===== src/rtl/tone_pkg.sv =====
// Shared types and the note-to-period lookup for the buzzer tone generator.
// Note indices 1..48 map to C3..B6; anything else is a rest (period 0).
package tone_pkg;

    localparam int NOTE_REST = 0;
    localparam int NOTE_MAX  = 48;
    localparam int PERIOD_W  = 20;

    typedef enum logic [1:0] {
        IDLE,
        GAP,
        PLAY,
        REST
    } state_t;

    // Octave-3 frequencies in milli-Hz; higher octaves are left shifts.
    function automatic logic [PERIOD_W-1:0] note_period(
        input int     idx,
        input longint clk_hz
    );
        longint f;
        if (idx <= NOTE_REST || idx > NOTE_MAX)
            return '0;
        case ((idx - 1) % 12)
            0:       f = 130813;
            1:       f = 138591;
            2:       f = 146832;
            3:       f = 155563;
            4:       f = 164814;
            5:       f = 174614;
            6:       f = 184997;
            7:       f = 195998;
            8:       f = 207652;
            9:       f = 220000;
            10:      f = 233082;
            default: f = 246942;
        endcase
        f = f << ((idx - 1) / 12);
        return PERIOD_W'((clk_hz * 1000) / f);
    endfunction

endpackage


===== src/rtl/tone_pwm_core.sv =====
// Phase counter with wrap and duty compare; the high length is captured
// at phase 0 so duty changes only land on a period boundary.
module tone_pwm_core
    import tone_pkg::*;
(
    input  logic                clk,
    input  logic                reset,
    input  logic [PERIOD_W-1:0] i_period,
    input  logic [PERIOD_W-1:0] i_high_len,
    input  logic                i_run,
    input  logic                i_clear,
    output logic                o_audio
);

    logic [PERIOD_W-1:0] r_phase;
    logic [PERIOD_W-1:0] r_high_len;
    logic                w_first;
    logic [PERIOD_W-1:0] w_hl;

    assign w_first = (r_phase == '0);
    assign w_hl    = w_first ? i_high_len : r_high_len;

    always_ff @(posedge clk or posedge reset) begin
        if (reset) begin
            r_phase    <= '0;
            r_high_len <= '0;
            o_audio    <= 1'b0;
        end else if (i_clear || !i_run) begin
            r_phase <= '0;
            o_audio <= 1'b0;
        end else begin
            o_audio <= (r_phase < w_hl);
            if (w_first)
                r_high_len <= i_high_len;
            if (r_phase >= i_period - PERIOD_W'(1))
                r_phase <= '0;
            else
                r_phase <= r_phase + PERIOD_W'(1);
        end
    end

endmodule


===== src/rtl/tone_gen.sv =====
// Beat-driven square-wave buzzer with volume duty and re-strike gap.
// Define TONE_GEN_FADE_EN for the per-note volume fade-out.
module tone_gen
    import tone_pkg::*;
#(
    parameter int CLK_HZ   = 100_000_000,
    parameter int NOTE_W   = 6,
    parameter int VOL_W    = 3,
`ifdef TONE_GEN_FADE_EN
    parameter int GAP_CYC  = 1_000_000,
    parameter int FADE_CYC = 5_000_000
`else
    parameter int GAP_CYC  = 1_000_000
`endif
) (
    input  logic              clk,
    input  logic              reset,
    input  logic              en,
    input  logic              beat_tick,
    input  logic [NOTE_W-1:0] note,
    input  logic              strike,
    input  logic [VOL_W-1:0]  volume,
    output logic              audio_out,
    output logic              active,
    output logic [NOTE_W-1:0] note_q
);

    logic [PERIOD_W-1:0] w_ptab [2**NOTE_W];

    for (genvar g = 0; g < 2**NOTE_W; g++) begin : g_ptab
        assign w_ptab[g] = note_period(g, longint'(CLK_HZ));
    end

    state_t              r_state;
    logic [NOTE_W-1:0]   r_note_q;
    logic [VOL_W-1:0]    r_vol;
    logic [31:0]         r_gap_cnt;
    logic                r_active;

    logic                w_tick;
    logic                w_valid;
    logic                w_tie;
    logic                w_enter_play;
    logic [VOL_W-1:0]    w_vol_eff;
    logic [PERIOD_W-1:0] w_period;
    logic [PERIOD_W-1:0] w_high_len;
    logic                w_audio;

    assign w_tick  = en & beat_tick;
    assign w_valid = (w_ptab[note] != '0);
    // Same note without strike while sounding is a tie: keep the phase.
    assign w_tie   = w_tick & w_valid & ~strike
                   & (note == r_note_q)
                   & ((r_state == PLAY) | (r_state == GAP));

    assign w_enter_play = en & (
        (w_tick & w_valid & ~w_tie & (GAP_CYC == 0))
      | (~w_tick & (r_state == GAP) & (r_gap_cnt == '0)));

    assign w_period   = w_ptab[r_note_q];
    assign w_high_len = (w_period >> 4) * PERIOD_W'(w_vol_eff);

    always_ff @(posedge clk or posedge reset) begin
        if (reset) begin
            r_state   <= IDLE;
            r_note_q  <= '0;
            r_vol     <= '0;
            r_gap_cnt <= '0;
            r_active  <= 1'b0;
        end else if (!en) begin
            r_state   <= IDLE;
            r_note_q  <= '0;
            r_gap_cnt <= '0;
            r_active  <= 1'b0;
        end else if (beat_tick) begin
            r_note_q <= note;
            r_vol    <= volume;
            if (!w_valid) begin
                r_state  <= REST;
                r_active <= 1'b0;
            end else if (w_tie) begin
                r_active <= (r_state == PLAY) && (volume != '0);
            end else if (GAP_CYC == 0) begin
                r_state  <= PLAY;
                r_active <= (volume != '0);
            end else begin
                r_state   <= GAP;
                r_gap_cnt <= 32'(GAP_CYC - 1);
                r_active  <= 1'b0;
            end
        end else if (r_state == GAP) begin
            if (r_gap_cnt == '0) begin
                r_state  <= PLAY;
                r_active <= (w_vol_eff != '0);
            end else begin
                r_gap_cnt <= r_gap_cnt - 32'd1;
            end
        end
    end

`ifdef TONE_GEN_FADE_EN
    logic [VOL_W-1:0] r_vol_eff;
    logic [31:0]      r_fade_cnt;

    always_ff @(posedge clk or posedge reset) begin
        if (reset) begin
            r_vol_eff  <= '0;
            r_fade_cnt <= '0;
        end else if (w_tick && w_valid) begin
            r_vol_eff <= volume;
            if (!w_tie)
                r_fade_cnt <= '0;
        end else if (w_enter_play) begin
            r_fade_cnt <= '0;
        end else if (en && r_state == PLAY) begin
            if (r_fade_cnt == 32'(FADE_CYC - 1)) begin
                r_fade_cnt <= '0;
                if (r_vol_eff > VOL_W'(1))
                    r_vol_eff <= r_vol_eff - VOL_W'(1);
            end else begin
                r_fade_cnt <= r_fade_cnt + 32'd1;
            end
        end
    end

    assign w_vol_eff = r_vol_eff;
`else
    assign w_vol_eff = r_vol;
`endif

    tone_pwm_core u_pwm (
        .clk       (clk),
        .reset     (reset),
        .i_period  (w_period),
        .i_high_len(w_high_len),
        .i_run     (r_state == PLAY),
        .i_clear   (~en | (w_tick & ~w_tie)),
        .o_audio   (w_audio)
    );

    assign audio_out = w_audio;
    assign active    = r_active;
    assign note_q    = r_note_q;

endmodule


===== config.mk =====
export PLATFORM = sky130hd
export DESIGN_NAME = tone_gen
export DESIGN_NICKNAME = d
export VERILOG_FILES = /design/src/rtl/tone_pkg.sv /design/src/rtl/tone_pwm_core.sv /design/src/rtl/tone_gen.sv
export SDC_FILE = /design/constraint.sdc
export NUM_CORES = 1
export LEC_CHECK = 0
export BUFFER_PORTS_ARGS = -buffer_cell sky130_fd_sc_hd__buf_2
export CAP_MARGIN = 20
export CORE_MARGIN = 1
export CORE_UTILIZATION = 62
export DETAILED_ROUTE_END_ITERATION = 10
export HOLD_SLACK_MARGIN = 0.05
export PLACE_DENSITY = 0.8
export REMOVE_ABC_BUFFERS = 1
export SLEW_MARGIN = 20
export SYNTH_ARGS = -nofsm -noshare
export SYNTH_HDL_FRONTEND = slang
export SYNTH_SLANG_ARGS = --single-unit
export TNS_END_PERCENT = 20

===== constraint.sdc =====
create_clock -name clk -period 8.5 [get_ports clk]
set_input_delay 1.7 -clock clk [delete_from_list [all_inputs] [get_ports clk]]
set_output_delay 1.7 -clock clk [all_outputs]
set_load 0.005 [all_outputs]

==> key figures, run 1 <==
STA
  – Clock Skew: between 0.008 and 0.009 ns
  – Count of final setup violators: 0
  – Max Transition Viols Final: 0
  – Post-route setup slack: around 1.5 ns
  – Slew margin rel.: between 30% and 40%
  – Fin. Hold Viols: 0
  – Worst-Margin Slew: about 1 ns
  – Final hold slack: 0.513 ns
  – Final Cycle Share: between 80 and 90%
  – Final min period: roughly 7 ns
  – Max Clk Rate: 143 MHz
  – RSZ-0062 raised after global routing: false
  – Post-route setup TNS: 0 ns

Drt
  – Post-route DRC: 0
  – Wl on met1: a little under 10 mm
  – Max Used Layer: met4
  – Final WL: about 22 mm
  – 1st-pass router iterations: 6
  – Met3 WL: around 950 microns
  – Antenna-violating nets left: 0
  – Starting DRT DRC Count: between 800 and 900
  – DR WL met2: between 10 and 15 mm
  – Via count: about 8000
  – Via/cell ratio: roughly 6.4
  – Routed WL per cell: 17.4 microns

Min path
  – Path type of the worst min-delay path: reg -> reg

Global route
  – Largest net degree at the start of global routing: between 80 and 90
  – GR Util All Layers: 30.6%
  – First-pass GRT wire length: 36.4 mm
  – Gr ovfl total: 0
  – Initial antenna violation count: 0
  – Vias in the first global route: 7408

Layout
  – Finished Layout Cells: between 1000 and 1500
  – Final Instance Area: 9420 sq um
  – Nets: around 1200
  – Share of cells above drive strength 1: under 10%
  – Area Overhead vs Synth: 4.54%
  – Diodes inserted: 0

Clock tree
  – CTS tree: yes
  – CTS Hold Buffers Added: 0
  – CTS Root Cell: clkbuf_16
  – Number of CTS-inserted buffers: 9
  – Htree depth: 3
  – Post-CTS setup buffers: 0
  – Post-CTS sizing: 0
  – Clk_lat worst skew: between 0.3 and 0.4 ns
  – Clock Tree Buf Depth: 2
  – Reg clk slew, reported paths: roughly 0.07 ns
  – TritonCTS Sinks: 85

Synthesis
  – Post-synth top area cell: dfrtp_1
  – #FFs+latches synth: 85
  – Ys async rst share: 100%
  – Synth Cell Area: 9010 sq um
  – EDFF count, synth: 0
  – Synth cell types: between 90 and 100
  – Post-Synthesis Cells: approximately 1100
  – Ys Warns: 0
  – Dominant cells by area after synthesis: dfrtp_1 (24%), ha_1 (12%), a21oi_1 (4.6%)
  – Avg Inst Size Synth: about 8.3 sq um
  – Sequential element share of the synthesized area: 23.6%
  – Synth top area share: 23.6%
  – Most common flop cell mapped by yosys: dfrtp_1

Die
  – Die W: ~120 microns
  – Initial core utilization: between 60% and 70%
  – Num ports: 22
  – Die Height: around 120 microns
  – Die area: between 15000 and 20000 sq um
  – Std-Cell Rows: 43
  – Core area: about 14000 sq um

Pwr
  – PwrDens: ~160 nW/um^2
  – Pleak: about 4.4 nW
  – Maximum VDD drop: 152 uV

Critical path
  – Crit-path slowest cell: dfrtp_1
  – WP data required: between 8 and 9 ns
  – Most frequent CP cell: a21o_1
  – CP Capture Type: flip-flop
  – Bufs and invs on worst path: 2
  – CP delay by family, top: compound AO/OA/AOI/OAI gates
  – Delay of the slowest critical-path stage: roughly 0.8 ns
  – Max FO, Critical Path: 23
  – Setup CP Type: reg -> reg
  – Startpoint Class: flip-flop
  – Critical Path AT: about 7.3 ns

Placement
  – Post-Place Cell Area: between 9000 and 10000 sq um
  – Routability Congestion: approximately 0.97
  – # placed instances: between 1000 and 1500
  – IO Port Bufs: 21
  – Hpwl dp: roughly 16 mm
  – Placement Setup Slack: between 1.5 and 2 ns

Flow run
  – MaxCap Viol Count: 0

Outcome
  – Status: completed
-- stage by stage --
stage               utilization, %  total power [mW]
floorplan                        -             0.955
global placement              64.7              1.08
detailed placement            64.7              1.10
CTS                           67.1              1.54
global route                  67.1              1.65
finish                        67.1              1.54
-- layout make-up --
cell class	count	area [sq um]
Clock buffer	9	225
Clock inverter	7	104
Fill cell	1191	4620
Inverter	59	223
Multi-Input combinational cell	887	6360
Sequential cell	85	2130
Tap cell	180	225
Timing Repair Buffer	27	154
-- layer usage --
layer,GRT usage [%],vias up
met1,39.9,3842
met3,4.69,40
met4,11.5,0
li1,-,3880
met5,0,-
met2,51.0,250
-- worst paths after layout --
kind,startpoint,end,slack [ns],cells after the start
max reg2reg,note_q[1],u_pwm.o_audio,1.52,25
min in group asynchronous,reset,r_gap_cnt[28],1.56,3
max,note_q[1],u_pwm.o_audio,1.52,25
max in group asynchronous,reset,note_q[2],6.38,3
min reg2reg,u_pwm.r_high_len[14],u_pwm.r_high_len[14],0.51,1
min,u_pwm.r_high_len[14],u_pwm.r_high_len[14],0.51,1
-- cell usage after synthesis (all sizes together) (10+ instances only) --
cell type / number
a211oi: 13
a21o: 18
a21oi: 83
a31oi: 11
and2: 13
and3: 12
buf: 32
clkbuf: 28
dfrtp: 85
fa: 15
ha: 85
inv: 59
mux2: 16
mux2i: 30
nand2: 108
nand2b: 17
nand3: 29
nand4: 10
nor2: 96
nor2b: 27
nor3: 22
nor4: 12
o211ai: 13
o21ai: 50
o31ai: 11
or3: 19
xnor2: 28
xor2: 31
-- worst reg2reg max path, delay by kind of cell, from the launching register on --
family                   cells  cell delay (ns)
adder cells (fa/ha/maj)      4             1.76
AO/OA/AOI/OAI               13             2.83
multiplexers                 2             0.59
flip-flops                   1             0.80
buffers and inverters        2             0.33
AND/OR/NAND/NOR              3             0.46
XOR/XNOR                     1             0.16
-- where the power goes --
group	total, mW	leakage (nW)	switching (mW)	internal [mW]
Sequential	0.504	1.11	0.0503	0.453
Clock	0.438	0.155	0.176	0.261
Combinational	0.599	3.08	0.345	0.254
-- registers in the layout, summed over array words and instances, names as in the netlist --
signal	cells
active	1
note_q	6
r_gap_cnt	32
r_state	2
r_vol	3
u_pwm.o_audio	1
u_pwm.r_high_len	20
u_pwm.r_phase	20
-- cell families after synthesis --
family          synth area share (%)
buf+inv                         5.84
flops                           23.6
fa+ha+maj                       15.1
xor+xnor                        5.73
mux                             6.37
simple gates                    23.2
compound gates                  20.1
-- cell usage in the layout, fill, tap and decap left out, drive strengths merged, types with 9 or more instances in the layout --
cell and count:
ha 85, or3 19, nand2b 17, nor2b 27, mux2i 30, mux2 16, dfrtp 85, a21oi 83
inv 61, a21o 18, a211oi 13, nand3 29, o211ai 13, o21ai 50, and2 13, o31ai 11
buf 27, xnor2 28, nor4 12, xor2 31, fa 15, and3 12, a31oi 11, nor3 22
clkbuf 9, nand4 10, nand2 108, nor2 96
No activity file was read; power rests on OpenSTA's default activity.
==> run 2, diff against run 1 <==
- clock period: 8.5 -> 6.7 ns (I/O delays scaled with it)
==> key figures, run 2 (synthesis results as in run 1) <==
Outcome
  – Status: completed (unchanged)

Clock tree
  – Htree depth: 3 (unchanged)
  – Number of CTS-inserted buffers: 9 (unchanged)
  – Clk_lat worst skew: 0.36 ns (about the same)
  – Post-CTS setup buffers: 0 (unchanged)
  – Clock Tree Buf Depth: 2 (unchanged)
  – TritonCTS Sinks: 85 (unchanged)
  – CTS Root Cell: clkbuf_16 (unchanged)
  – CTS tree: yes (unchanged)
  – CTS Hold Buffers Added: 0 (unchanged)
  – Post-CTS sizing: 0 (unchanged)
  – Reg clk slew, reported paths: 0.07 ns (about the same)

STA
  – Worst-Margin Slew: 0.882 ns (was 0.997 ns)
  – Max Transition Viols Final: 0 (unchanged)
  – RSZ-0062 raised after global routing: false (unchanged)
  – Max Clk Rate: 160 MHz (was 143 MHz)
  – Final Cycle Share: 93.3% (was 82.2%)
  – Count of final setup violators: 0 (unchanged)
  – Fin. Hold Viols: 0 (unchanged)
  – Clock Skew: 0.0138 ns (was 0.00868 ns)
  – Post-route setup TNS: 0 ns (unchanged)
  – Slew margin rel.: 40.7% (was 33.5%)
  – Final min period: 6.25 ns (was 6.98 ns)

Pwr
  – Net Sw Frac: 37.2% (was 37.1%)
  – Sw Pwr: 0.713 mW (was 0.571 mW)
  – Internal: 1.20 mW (was 0.969 mW)
  – Pwr Total: 1.92 mW (was 1.54 mW)
  – Logic gate share of total power: 40.4% (was 38.9%)
  – Clock Power Share: 26.3% (was 28.4%)
  – Flop pwr share: 33.3% (was 32.7%)
  – Pleak: 4.37 nW (was 4.35 nW)
  – PwrDens: 203 nW/um^2 (was 163 nW/um^2)
  – Maximum VDD drop: 206 uV (was 152 uV)

Critical path
  – Startpoint Class: flip-flop (unchanged)
  – Max FO, Critical Path: 15 (was 23)
  – Setup CP Type: reg -> reg (unchanged)
  – CP Capture Type: flip-flop (unchanged)
  – WP data required: 6.99 ns (was 8.79 ns)
  – Critical Path AT: 6.54 ns (was 7.28 ns)

Placement
  – Routability Congestion: 0.977 (was 0.968)
  – Hpwl dp: 16.2 mm (was 15.8 mm)
  – Post-Place Cell Area: 9160 sq um (was 9090 sq um)
  – IO Port Bufs: 21 (unchanged)
  – # placed instances: 1245 (was 1238)

Layout
  – Final Instance Area: 9460 sq um (was 9420 sq um)
  – Most frequent cells in the layout: nand2_1 (107), nor2_1 (95), ha_1 (84) (was nand2_1 (107), nor2_1 (95), ha_1 (85))
  – Diodes inserted: 0 (unchanged)
  – Regs by FF count: r_gap_cnt (32), u_pwm.r_high_len (20), u_pwm.r_phase (20) (unchanged)
  – Nets: 1190 (was 1183)
  – Finished Layout Cells: 1261 (was 1254)
  – Share of cells above drive strength 1: 9.16% (was 8.66%)
  – Most flops, register: r_gap_cnt (unchanged)
  – Post-layout util: 67.4% (was 67.1%)
  – Area Overhead vs Synth: 4.98% (was 4.54%)
  – Commonest non-fill, non-tap cell in the layout: nand2_1 (unchanged)
  – Largest register FFs: 32 (unchanged)

Global route
  – First-pass GRT wire length: 36.4 mm (about the same)
  – GR Util All Layers: 30.8% (was 30.6%)
  – Largest net degree at the start of global routing: 86 (unchanged)
  – Initial antenna violation count: 0 (unchanged)
  – Gr ovfl total: 0 (unchanged)
  – Vias in the first global route: 7477 (was 7408)

Die
  – Die area: 15000 sq um (unchanged)
  – Num ports: 22 (unchanged)
  – Die Height: 123 microns (unchanged)
  – Initial core utilization: 64.2% (unchanged)
  – Std-Cell Rows: 43 (unchanged)
  – Die W: 123 microns (unchanged)
  – Core area: 14000 sq um (unchanged)

Drt
  – Antenna-violating nets left: 0 (unchanged)
  – Post-route DRC: 0 (unchanged)
  – 1st-pass router iterations: 5 (was 6)
  – Via/cell ratio: 6.31 (was 6.39)
  – Starting DRT DRC Count: 710 (was 818)
  – Final WL: 22.0 mm (was 21.8 mm)
  – Routed WL per cell: 17.4 microns (about the same)
  – Via count: 7952 (was 8012)

Min path
  – Path type of the worst min-delay path: reg -> reg (unchanged)

Flow run
  – MaxCap Viol Count: 0 (unchanged)
-- run 2: cell type report --
class,instances,area [sq um]
clock buffers,13,250
clock inverters,3,46.3
fillers,1161,4580
inverters,59,223
multi-input cells,887,6360
flip-flops and latches,85,2130
well taps,180,225
repair buffers,34,219
-- run 2: worst max-delay path: stages, from the launching register on --
cell,delay [ns]
dfrtp_1,0.48
buf_4,0.26
ha_1,0.29
nand2b_1,0.15
o21ai_0,0.10
mux4_2,0.49
o22ai_1,0.25
buf_4,0.21
nand2_1,0.08
fa_1,0.53
inv_1,0.04
ha_1,0.34
a21oi_1,0.28
o211ai_1,0.19
a41o_1,0.32
a21o_1,0.19
a21oi_1,0.17
xnor2_1,0.16
mux2i_1,0.11
ha_1,0.34
a21o_1,0.16
a21o_1,0.17
a21o_1,0.18
a21o_1,0.18
a21oi_1,0.14
nor2b_1,0.05
o21ai_0,0.12
and4b_1,0.20
-- run 2: final timing paths --
kind | from | endpoint | slack [ns] | cells past startpoint
max | note_q[1] | u_pwm.o_audio | 0.45 | 27
min in group asynchronous | reset | r_gap_cnt[23] | 1.21 | 3
max reg2reg | note_q[1] | u_pwm.o_audio | 0.45 | 27
max in group asynchronous | reset | note_q[2] | 4.92 | 3
min | u_pwm.r_high_len[19] | u_pwm.r_high_len[19] | 0.49 | 1
min reg2reg | u_pwm.r_high_len[19] | u_pwm.r_high_len[19] | 0.49 | 1
-- run 2: through the flow --
stage	hold WS, ns	setup WS [ns]
2_1_floorplan	0.457	0.411
3_3_place_gp	0.476	0.662
3_5_place_dp	0.488	0.467
4_1_cts	0.502	0.413
5_1_grt	0.511	0.0291
6_report	0.490	0.451
-- run 2: power by group through the flow --
stage	combinational, mW	sequential (mW)	clock (mW)
2_1_floorplan	0.579	0.634	0
3_3_place_gp	0.745	0.640	0
3_5_place_dp	0.761	0.642	0
4_1_cts	0.768	0.635	0.516
5_1_grt	0.866	0.646	0.540
6_report	0.774	0.637	0.505
-- run 2: routing by layer --
layer / vias up / GRT usage (%) / part of all wire [%]
met5: - / 0 / 0
met4: 0 / 13.8 / 3.4
met3: 55 / 5.30 / 4.9
met2: 258 / 50.7 / 47
met1: 3746 / 39.3 / 45
li1: 3893 / - / -
==> run 3, diff against run 2 <==
==> constraint.sdc (replaced) <==
create_clock -name clk -period 6.7 [get_ports clk]
set_input_delay 1.675 -clock clk [delete_from_list [all_inputs] [get_ports clk]]
set_output_delay 1.675 -clock clk [all_outputs]
set_load 0.005 [all_outputs]
==> key figures, run 3 (synthesis results as in run 1) <==
Global route
  – GR Util All Layers: 31.0% (was 30.8%)
  – First-pass GRT wire length: 37.0 mm (was 36.4 mm)
  – Largest net degree at the start of global routing: 63 (was 86)
  – Vias in the first global route: 7656 (was 7477)
  – Initial antenna violation count: 0 (unchanged)
  – Gr ovfl total: 0 (unchanged)

Layout
  – Largest register FFs: 32 (unchanged)
  – Final Instance Area: 9460 sq um (about the same)
  – Share of cells above drive strength 1: 9.52% (was 9.16%)
  – Area Overhead vs Synth: 4.97% (was 4.98%)
  – Most frequent cells in the layout: nand2_1 (107), nor2_1 (95), ha_1 (84) (unchanged)
  – Diodes inserted: 0 (unchanged)
  – Finished Layout Cells: 1262 (was 1261)
  – Nets: 1191 (was 1190)
  – Commonest non-fill, non-tap cell in the layout: nand2_1 (unchanged)
  – Filler cells: 1135 (was 1161)
  – Multi-input gate area: 6370 sq um (was 6360 sq um)
  – Most flops, register: r_gap_cnt (unchanged)
  – Regs by FF count: r_gap_cnt (32), u_pwm.r_high_len (20), u_pwm.r_phase (20) (unchanged)
  – Sequential cell area: 2130 sq um (about the same)

Placement
  – IO Port Bufs: 21 (unchanged)
  – # placed instances: 1246 (was 1245)
  – Routability Congestion: 0.977 (about the same)
  – Placement Setup Slack: 0.441 ns (was 0.467 ns)
  – Hpwl dp: 16.4 mm (was 16.2 mm)
  – Post-Place Cell Area: 9160 sq um (about the same)

Critical path
  – R2r setup slk: 0.43 ns (was 0.45 ns)
  – Setup CP Type: reg -> reg (unchanged)
  – Critical Path AT: 6.57 ns (was 6.54 ns)
  – CP Capture Type: flip-flop (unchanged)
  – Max FO, Critical Path: 11 (was 15)
  – Startpoint Class: flip-flop (unchanged)
  – WP data required: 7.00 ns (was 6.99 ns)

Clock tree
  – Number of CTS-inserted buffers: 9 (unchanged)
  – Post-CTS setup buffers: 0 (unchanged)
  – Reg clk slew, reported paths: 0.08 ns (was 0.07 ns)
  – Clk_lat worst skew: 0.36 ns (about the same)
  – Clock Tree Buf Depth: 2 (unchanged)
  – CTS Root Cell: clkbuf_16 (unchanged)
  – Htree depth: 3 (unchanged)
  – TritonCTS Sinks: 85 (unchanged)
  – CTS tree: yes (unchanged)

Die
  – Die area: 15000 sq um (unchanged)
  – Initial core utilization: 64.2% (unchanged)
  – Die W: 123 microns (unchanged)
  – Die Height: 123 microns (unchanged)
  – Core area: 14000 sq um (unchanged)
  – Std-Cell Rows: 43 (unchanged)
  – Num ports: 22 (unchanged)

STA
  – Count of final setup violators: 0 (unchanged)
  – Post-route setup TNS: 0 ns (unchanged)
  – Post-route setup slack: 0.428 ns (was 0.451 ns)
  – Max Clk Rate: 159 MHz (was 160 MHz)
  – Clock Skew: 0.0129 ns (was 0.0138 ns)
  – Worst-Margin Slew: 0.903 ns (was 0.882 ns)
  – Final min period: 6.27 ns (was 6.25 ns)
  – Final Cycle Share: 93.6% (was 93.3%)
  – Fin. Hold Viols: 0 (unchanged)
  – RSZ-0062 raised after global routing: false (unchanged)
  – Max Transition Viols Final: 0 (unchanged)
  – Slew margin rel.: 39.6% (was 40.7%)

Pwr
  – Pleak: 4.38 nW (was 4.37 nW)
  – Pwr Total: 1.92 mW (about the same)
  – PwrDens: 203 nW/um^2 (about the same)
  – Maximum VDD drop: 124 uV (was 206 uV)

Drt
  – 1st-pass router iterations: 6 (was 5)
  – Via/cell ratio: 6.40 (was 6.31)
  – Via count: 8083 (was 7952)
  – Final WL: 22.3 mm (was 22.0 mm)
  – Routed WL per cell: 17.7 microns (was 17.4 microns)
  – Starting DRT DRC Count: 840 (was 710)
  – Antenna-violating nets left: 0 (unchanged)
  – Post-route DRC: 0 (unchanged)

Flow run
  – MaxCap Viol Count: 0 (unchanged)

Outcome
  – Status: completed (unchanged)

Min path
  – Path type of the worst min-delay path: reg -> reg (unchanged)
-- run 3: changes by cell type in the layout (fill, tap and decap cells not counted) --
cell and delta:
a21oi_1 -1, a21oi_2 +1, buf_4 +2, buf_6 -1, bufinv_16 -1, clkbuf_1 -3
clkbuf_8 -1, clkinv_2 +1, clkinv_4 -1, dfrtp_1 +1, dfrtp_2 -1, inv_6 +2
inv_8 +3
-- run 3: repair_timing --
| action | 4_1_cts | 5_1_grt |
|---|---|---|
| hold endpoints to repair | 0 | 0 |
| gates resized for setup | 0 | 3 |
| setup endpoints to repair | 0 | 1 |
| hold buffers | 0 | 0 |
-- run 3: per-layer routing --
| layer | share of wire, % | routed length, microns | track usage, % | vias to the layer above |
|---|---|---|---|---|
| li1 | - | - | - | 3898 |
| met1 | 44 | 9830 | 39.4 | 3848 |
| met2 | 48 | 10600 | 52.1 | 281 |
| met3 | 5.2 | 1160 | 5.20 | 56 |
| met4 | 3.3 | 733 | 12.7 | 0 |
| met5 | 0 | 0 | 0 | - |
-- run 3: through the flow --
step,hold WS [ns],utilization (%)
floorplan,0.457,-
global placement,0.476,65.2
detailed placement,0.488,65.2
CTS,0.504,67.3
global route,0.520,67.4
finish,0.496,67.4
-- run 3: worst paths after layout --
kind / start / end / depth (start not counted)
setup / recovery: note_q[0] / u_pwm.o_audio / 25
setup reg to reg: note_q[0] / u_pwm.o_audio / 25
hold reg to reg: u_pwm.r_high_len[19] / u_pwm.r_high_len[19] / 1
hold / removal: u_pwm.r_high_len[19] / u_pwm.r_high_len[19] / 1
min in group asynchronous: reset / r_gap_cnt[25] / 2
max in group asynchronous: reset / u_pwm.r_phase[1] / 3
-- run 3: final cells by class --
| cell class | count | share of cell area, % |
|---|---|---|
| clock buffer | 9 | 2.38 |
| clock inverter | 7 | 0.675 |
| inverter | 59 | 2.35 |
| multi-input combinational | 887 | 67.3 |
| sequential | 85 | 22.5 |
| tap | 180 | 2.38 |
| timing repair buffer | 35 | 2.35 |
-- run 3: worst max-delay path: stages (launching register included) --
cell and delay [ns]:
dfrtp_1 0.54, inv_1 0.19, ha_2 0.40, a21o_1 0.20, a211o_1 0.30, o21ai_0 0.25
nand2_1 0.17, and2_1 0.23, fa_1 0.47, ha_1 0.25, fa_1 0.42, a21oi_1 0.27
o221ai_1 0.20, a31o_2 0.28, a21oi_1 0.17, nor2b_1 0.17, xnor2_1 0.15, mux2i_1 0.11
ha_1 0.33, a21o_1 0.16, a21o_1 0.17, a21o_1 0.17, a21oi_1 0.14, nor2b_1 0.07
o21ai_0 0.16, and4b_1 0.21
-- run 3: report_power, final --
part	internal (mW)	total, mW	switching [mW]
Sequential	0.575	0.638	0.0628
Combinational	0.331	0.785	0.454
Clock	0.261	0.502	0.241
